<file path="config.mk">
export PLATFORM = sky130hd
export DESIGN_NAME = serial_adder
export DESIGN_NICKNAME = d
export VERILOG_FILES = /design/src/rtl/serial_adder_pkg.sv /design/src/rtl/fullAdder.sv /design/src/rtl/serial_adder.sv
export SDC_FILE = /design/constraint.sdc
export NUM_CORES = 1
export LEC_CHECK = 0
export ABC_AREA = 1
export CORE_MARGIN = 2
export CORE_UTILIZATION = 45
export CTS_CLUSTER_DIAMETER = 60
export DETAILED_ROUTE_END_ITERATION = 10
export PLACE_DENSITY_LB_ADDON = 0.12
export SYNTH_ARGS = -nofsm -noshare
export SYNTH_HDL_FRONTEND = slang
export SYNTH_HIERARCHICAL = 1
export SYNTH_SLANG_ARGS = --single-unit
</file>
<file path="constraint.sdc">
create_clock -name clk -period 3.4 [get_ports clk]
set_clock_uncertainty 0.05 [all_clocks]
set_input_delay 0.34 -clock clk [delete_from_list [all_inputs] [get_ports clk]]
set_output_delay 0.34 -clock clk [all_outputs]
set_load 0.03 [all_outputs]
</file>
<file path="src/rtl/serial_adder_pkg.sv">
// Shared types for the bit-serial adder.
package serial_adder_pkg;

   typedef enum logic [1:0] {
      StIdle = 2'd0,
      StRun  = 2'd1,
      StDone = 2'd2
   } state_e;

endpackage

</file>
<file path="src/rtl/fullAdder.sv">
// Dataflow one-bit full adder cell.
module fullAdder (
   input  logic a,
   input  logic b,
   input  logic cin,
   output logic cout,
   output logic s
);

   assign s    = a ^ b ^ cin;
   assign cout = (a & b) | (cin & (a ^ b));

endmodule

</file>
<file path="src/rtl/serial_adder.sv">
// Bit-serial adder: adds two WIDTH-bit operands plus carry-in, LSB first, one bit per clock
// through a single full-adder cell.
module serial_adder
   import serial_adder_pkg::*;
#(
   parameter int unsigned WIDTH = 8
) (
   input  logic             clk,
   input  logic             rst,
   input  logic             start,
   input  logic [WIDTH-1:0] a,
   input  logic [WIDTH-1:0] b,
   input  logic             cin,
   output logic             busy,
   output logic             done,
   output logic [WIDTH-1:0] s,
   output logic             cout
);

   localparam int unsigned     CntW    = (WIDTH > 1) ? $clog2(WIDTH) : 1;
   localparam logic [CntW-1:0] CntLast = CntW'(WIDTH - 1);

   state_e           state_q, state_d;
   logic [WIDTH-1:0] a_sh_q, a_sh_d;
   logic [WIDTH-1:0] b_sh_q, b_sh_d;
   logic [WIDTH-1:0] s_sh_q, s_sh_d;
   logic [CntW-1:0]  cnt_q, cnt_d;
   logic             carry_q, carry_d;
   logic [WIDTH-1:0] s_q, s_d;
   logic             cout_q, cout_d;

   logic             fa_s, fa_cout;
   logic [WIDTH-1:0] s_shift;

   fullAdder u_fa (
      .a    (a_sh_q[0]),
      .b    (b_sh_q[0]),
      .cin  (carry_q),
      .cout (fa_cout),
      .s    (fa_s)
   );

   // New sum bit enters at the MSB; the truncating cast also covers WIDTH=1, where the
   // result is just fa_s.
   assign s_shift = WIDTH'({fa_s, s_sh_q} >> 1);

   always_comb begin
      state_d = state_q;
      a_sh_d  = a_sh_q;
      b_sh_d  = b_sh_q;
      s_sh_d  = s_sh_q;
      cnt_d   = cnt_q;
      carry_d = carry_q;
      s_d     = s_q;
      cout_d  = cout_q;
      unique case (state_q)
         StIdle: begin
            if (start) begin
               a_sh_d  = a;
               b_sh_d  = b;
               carry_d = cin;
               cnt_d   = '0;
               s_sh_d  = '0;
               state_d = StRun;
            end
         end
         StRun: begin
            carry_d = fa_cout;
            s_sh_d  = s_shift;
            a_sh_d  = a_sh_q >> 1;
            b_sh_d  = b_sh_q >> 1;
            cnt_d   = cnt_q + CntW'(1);
            if (cnt_q == CntLast) begin
               s_d     = s_shift;
               cout_d  = fa_cout;
               // Park the counter so it never exceeds WIDTH-1 for non-power-of-two widths.
               cnt_d   = '0;
               state_d = StDone;
            end
         end
         StDone: state_d = StIdle;
         default: state_d = StIdle;
      endcase
   end

   always_ff @(posedge clk or posedge rst) begin
      if (rst) begin
         state_q <= StIdle;
         a_sh_q  <= '0;
         b_sh_q  <= '0;
         s_sh_q  <= '0;
         cnt_q   <= '0;
         carry_q <= 1'b0;
         s_q     <= '0;
         cout_q  <= 1'b0;
      end else begin
         state_q <= state_d;
         a_sh_q  <= a_sh_d;
         b_sh_q  <= b_sh_d;
         s_sh_q  <= s_sh_d;
         cnt_q   <= cnt_d;
         carry_q <= carry_d;
         s_q     <= s_d;
         cout_q  <= cout_d;
      end
   end

   assign busy = (state_q == StRun);
   assign done = (state_q == StDone);
   assign s    = s_q;
   assign cout = cout_q;

endmodule

</file>
# Word-level counts from Yosys, hierarchy flattened
# Cells that the tools add are included.
[totals]
ff_bits = 39
inputBits = 20
output_inout_bits = 11
[op_classes]
addsub = 1
n_eq_ne = 5
mux = 14
n_bitwise = 5
n_reduce_logical = 5
[op_table]
columns = ["cell", "n"]
rows = [
  ["$pmux W8 S2", 3],
  ["$mux W8", 3],
  ["$mux W3", 2],
  ["$pmux W3 S2", 1],
  ["$reduce_and A2 Y1", 3],
  ["$mux W2", 2],
  ["$pmux W2 S2", 1],
  ["$add A3 B1 Y3 const B", 1],
  ["$eq A3 B3 Y1 const B", 1],
  ["$and A1 B1 Y1", 2],
  ["$eq A2 B1 Y1 const B", 1],
  ["$eq A2 B2 Y1 const B", 1],
  ["$logic_not A2 Y1", 1],
  ["$ne A2 B1 Y1 const B", 1],
  ["$ne A2 B2 Y1 const B", 1],
  ["$pmux W1 S2", 1],
  ["$reduce_bool A2 Y1", 1],
  ["$xor A1 B1 Y1", 2],
  ["$mux W1", 1],
  ["$or A1 B1 Y1", 1],
]

# Depth between registers and ports, before layout
[depth]
ltp_word = 4
mapped_depth = 7

# By module
# Netlist, hierarchy kept.
[modules_own_cells]
columns = ["module", "n_inst", "cells_each", "area_each_um2", "seq_area_each_um2"]
rows = [
  ["serial_adder", 1, 215, 1791.7, 950.9],
  ["fullAdder", 1, 1, 20.0, 0.0],
]

# Worst setup path after synthesis
# OpenSTA, ideal clock, no wires.
[synth_path]
kind = "reg2out"
startpoint = "reg state_q[0]"
endpoint = "out done"
t_arrival_ns = 1.113
path_slack_ns = 1.897
path_stages_with_launch = 4
cell_sequence = "dfrtp_1 -> buf_6 -> clkbuf_1 -> nor2_1"
[synth_via]
elab_chain_len = 1
[synth_lines]
columns = ["item", "line_no", "rtl"]
rows = [
  ["start: declaration", "serial_adder.sv:23", "state_e state_q, state_d;"],
  ["start signal: assignment", "serial_adder.sv:88", "state_q <= StIdle;"],
  ["start signal: assignment", "serial_adder.sv:97", "state_q <= state_d;"],
  ["$eq A2 B2 Y1", "serial_adder.sv:109", "assign done = (state_q == StDone);"],
  ["end: declaration", "serial_adder.sv:15", "output logic done,"],
]
# No other way between the ends.

# Worst setup path in the final report
[layout_path]
startpoint = "reg state_q[0]"
endpoint = "out busy"
[layout_via]
elab_chain_len = 1
[layout_lines]
columns = ["item", "line_no", "rtl"]
rows = [
  ["$eq A2 B1 Y1", "serial_adder.sv:108", "assign busy = (state_q == StRun);"],
  ["end: declaration", "serial_adder.sv:14", "output logic busy,"],
]
# No other way between the ends.

==> results list <==
* Fraction of the mapped netlist area in adder cells: 0.0249
* Number of enable flip-flop cells after synthesis: 0
- The largest total area in the synthesized netlist belongs to sky130_fd_sc_hd__dfrtp_1.
- The first global-routing pass estimated 5960 µm of wire.
- In this run the deepest clock path goes through 2 buffers.
- Initial standard-cell utilization of the core: 0.460
- Count of vias placed by the detailed router: 1375
- Commonest cells in the netlist: 72 x sky130_fd_sc_hd__nand2_1, 38 x sky130_fd_sc_hd__dfrtp_1, 36 x sky130_fd_sc_hd__inv_1, 28 x sky130_fd_sc_hd__nand3_1, 9 x sky130_fd_sc_hd__o21ai_1
- After synthesis, the share of flip-flops with an asynchronous set or reset is 1.00.
- Via count of the first global-routing pass: 1373
- H-tree lvl count: 2
- Residual overflow from global routing: 0
- Area growth from synthesis to layout: 25.1%
* Most frequently used cell type in the post-synthesis netlist: sky130_fd_sc_hd__nand2_1
* Static Leakage: 1.17 nW
- Headroom to the max-slew limit came out at 0.548.
- Ranked by total cell area, the synthesized netlist is headed by sky130_fd_sc_hd__dfrtp_1 52%, sky130_fd_sc_hd__nand2_1 15%, sky130_fd_sc_hd__nand3_1 7.7%, sky130_fd_sc_hd__inv_1 7.5%, sky130_fd_sc_hd__o21ai_2 3.9%.
- Actual transition at the worst max-transition pin: 0.678 ns
- Dividing the detail-routed via count by the number of cells gives about 4.6.
* Cell variety after synth: 20
* Quantity of hold-fixing buffers added after cts: 0
- Final-report max-slew violation count: 0
- Die height: 67.5 µm
* Combinational family with the most area after synthesis: simple AND/OR/NAND/NOR gates
- Synth Register Bits: 38
- Power per unit of standard cell area: 953 mW/mm²
- Share of final-layout standard cells stronger than drive strength 1: 0.101
- Counting every sink on the clock net gives 38.
- Port Buffer Count: 30
- Number of buffers created by CTS: 5
- CP Launch Type: flip-flop
- Clock transition at the registers of the reported paths: ~0.08 ns
* Area used by multi-input combinational logic: between 600 and 700 µm²
- Data required time of the worst path: 3.01 ns
* Number of hold-slack violations in the final timing report: 0
* Sequential standard cell area: 951 µm²
* DR iter-0 viols: 104
* Share of the synthesized area in compound gates (AO/OA/AOI/OAI): 0.0780
* Primary FF master, synth: sky130_fd_sc_hd__dfrtp_1
- Of the post-synthesis cell area, the dominant cell type holds 0.525.
- Of the total synthesized cell area, the portion taken by AND, OR, NAND and NOR gates is 0.257.
- Critical path arrival: 1.99 ns
- At the end of routability-driven placement, the weighted congestion stood at between 0.7 and 0.8.
- Highest clock rate: 421 MHz
- After the last flow step, the layout net total stands at 269.
- Number of maximum-capacitance violations: 0
- In this run the worst path has a maximum fanout of 19.
* Number of setup buffers added after CTS: 0
- The cell count after synthesis came out at 216.
- Maximum number of pins on one net before global-route repair: 39
* Filler Cell Count: 380
- Full die area: ~0.0045 mm²
* Total cell area at the placement stage: 0.00212 mm²
* Netlist Area Pre-Place: 0.00181 mm²
- Total wire length after detailed routing: between 3000 and 4000 µm
* Portion of netlist area occupied by mux cells: 0
* Setup-violating endpoint count in the final report: 0
- Area share of xor/xnor cells in the synthesized design: 0
- Synthesis produced a netlist with a net count of 239.
* Placement Rows: 23
- Diodes inserted: 0
* Core area: 0.00394 mm²
* WL/cell: 11.2 µm
* Worst-path cell chain: inv_2 -> nor2_4 -> clkdlybuf4s50_1
- Average cell area after synthesis: 8.39 µm²
- Critical Path Sink Type: output port
- Largest voltage drop on the vdd net: 0.000380 V
- The critical path is of the reg -> out type.
- The Yosys step of the flow raised 6 warnings.
- Post-route antenna net violation count: 0
* Overall Global Routing Usage: 0.180
- Width of the chip: between 60 and 70 µm
- Minimum period implied by the final worst setup slack: 2.38 ns
- RSZ-0062 raised after global routing: no
- Total DRC errors in the routed layout: 0
- TritonCTS built the clock tree.
- Initial DRT Pass Iterations: 4
- Of the synthesized area, sequential elements account for 0.525.
- On the critical path, the stage with the largest delay is an instance of sky130_fd_sc_hd__dfrtp_1.
- The initial antenna violation count is 0.
- Count of pins on the block boundary: 31
- The number of buffers and inverters on the critical path is 2.
* Outcome: finished clean
- Insertion delay to the later sink of the worst-skew pair: approximately 0.29 ns
* Family with the most delay on the worst path: buffers and inverters
- In this run, post-CTS repair resized a total of 0 instances.
* CTS Root Buffer Type: sky130_fd_sc_hd__clkbuf_8
- On the worst path, the slowest cell contributes a delay of between 0.7 and 0.8 ns.
- Detailed placement ended at an HPWL of 2220 µm.
- Final instance area: 0.00227 mm²
- Fin Setup TNS: 0 ns
* Final period utilization: 0.699
- Tightest Hold Check Type: in -> async
-- final cells by class --
type                    count  share of cell area
flip-flops and latches     38               0.420
multi-input cells         131               0.288
repair buffers             32               0.139
inverters                  38              0.0629
clock buffers               6              0.0364
well taps                  50              0.0276
clock inverters             2              0.0265
-- registers in the layout, indices dropped and copies added (netlist names) --
| name | flops |
|---|---|
| cout | 1 |
| carry_q | 1 |
| cnt_q | 3 |
| a_sh_q | 8 |
| state_q | 2 |
| b_sh_q | 8 |
| s | 8 |
| s_sh_q | 7 |
-- cell families after synthesis --
logic type,count (synthesis)
AOI/OAI and AO/OA,20
adders and majority gates,3
DFF,38
and+or+nand+nor,108
buffers and inverters,47
-- report_power, final --
group / internal (mW) / switching [mW] / total, mW
clock network: 0.313 / 0.158 / 0.471
logic: 0.357 / 0.532 / 0.889
registers: 0.663 / 0.136 / 0.799
total: 1.33 / 0.826 / 2.16
-- worst reg2reg max path, delay by kind of cell, from the launching register on --
kind / cells / cell delay, ns
AND/OR/NAND/NOR: 4 / 1.00
flip-flops: 1 / 0.78
-- through the flow --
step                      setup slack, ns  power (mW)  hold WS (ns)  instances   util
after global routing                0.919        2.35         0.448        297  0.575
after CTS                            1.02        2.19         0.424        297  0.575
final                                1.02        2.16         0.401        297  0.575
after global placement               1.36        1.68         0.410        289  0.539
after floorplan                      1.90        1.47         0.396        216      -
after detailed placement             1.34        1.71         0.415        289  0.539
-- path summary, 6_finish.rpt --
kind                            startpoint        end  slack, ns  cells past startpoint
worst max register to register  state_q[0]  b_sh_q[1]       1.51                      4
worst min-delay path                   rst       s[5]       0.40                      3
min in group clk                 a_sh_q[6]  a_sh_q[6]       0.43                      2
max in group asynchronous              rst  a_sh_q[7]       2.56                      3
worst min register to register   a_sh_q[6]  a_sh_q[6]       0.43                      2
worst max-delay path            state_q[0]       busy       1.02                      3
-- routing by layer --
metal / routed length (µm) / vias up / global-route usage
met1: 1560 / 627 / 0.220
met2: 1610 / 26 / 0.291
met4: 23 / 0 / 0.102
met5: 0 / - / 0
li1: - / 720 / -
met3: 152 / 2 / 0.0433
-- cell usage in the layout, fill, tap and decap left out --
cell	instances
sky130_fd_sc_hd__nand4_1	2
sky130_fd_sc_hd__nand2_2	2
sky130_fd_sc_hd__o21ai_2	8
sky130_fd_sc_hd__nor2_1	2
sky130_fd_sc_hd__buf_4	2
sky130_fd_sc_hd__o21ai_4	1
sky130_fd_sc_hd__nand3_1	28
sky130_fd_sc_hd__o21ai_1	9
sky130_fd_sc_hd__nand2_4	1
sky130_fd_sc_hd__fa_1	1
sky130_fd_sc_hd__dfrtp_1	38
sky130_fd_sc_hd__bufinv_16	2
sky130_fd_sc_hd__o21ai_0	2
sky130_fd_sc_hd__inv_2	2
sky130_fd_sc_hd__inv_1	36
sky130_fd_sc_hd__clkdlybuf4s50_1	30
sky130_fd_sc_hd__nand2_1	72
sky130_fd_sc_hd__ha_1	2
sky130_fd_sc_hd__nor2_4	1
sky130_fd_sc_hd__clkbuf_8	6
No activity file was read; power rests on OpenSTA's default activity.
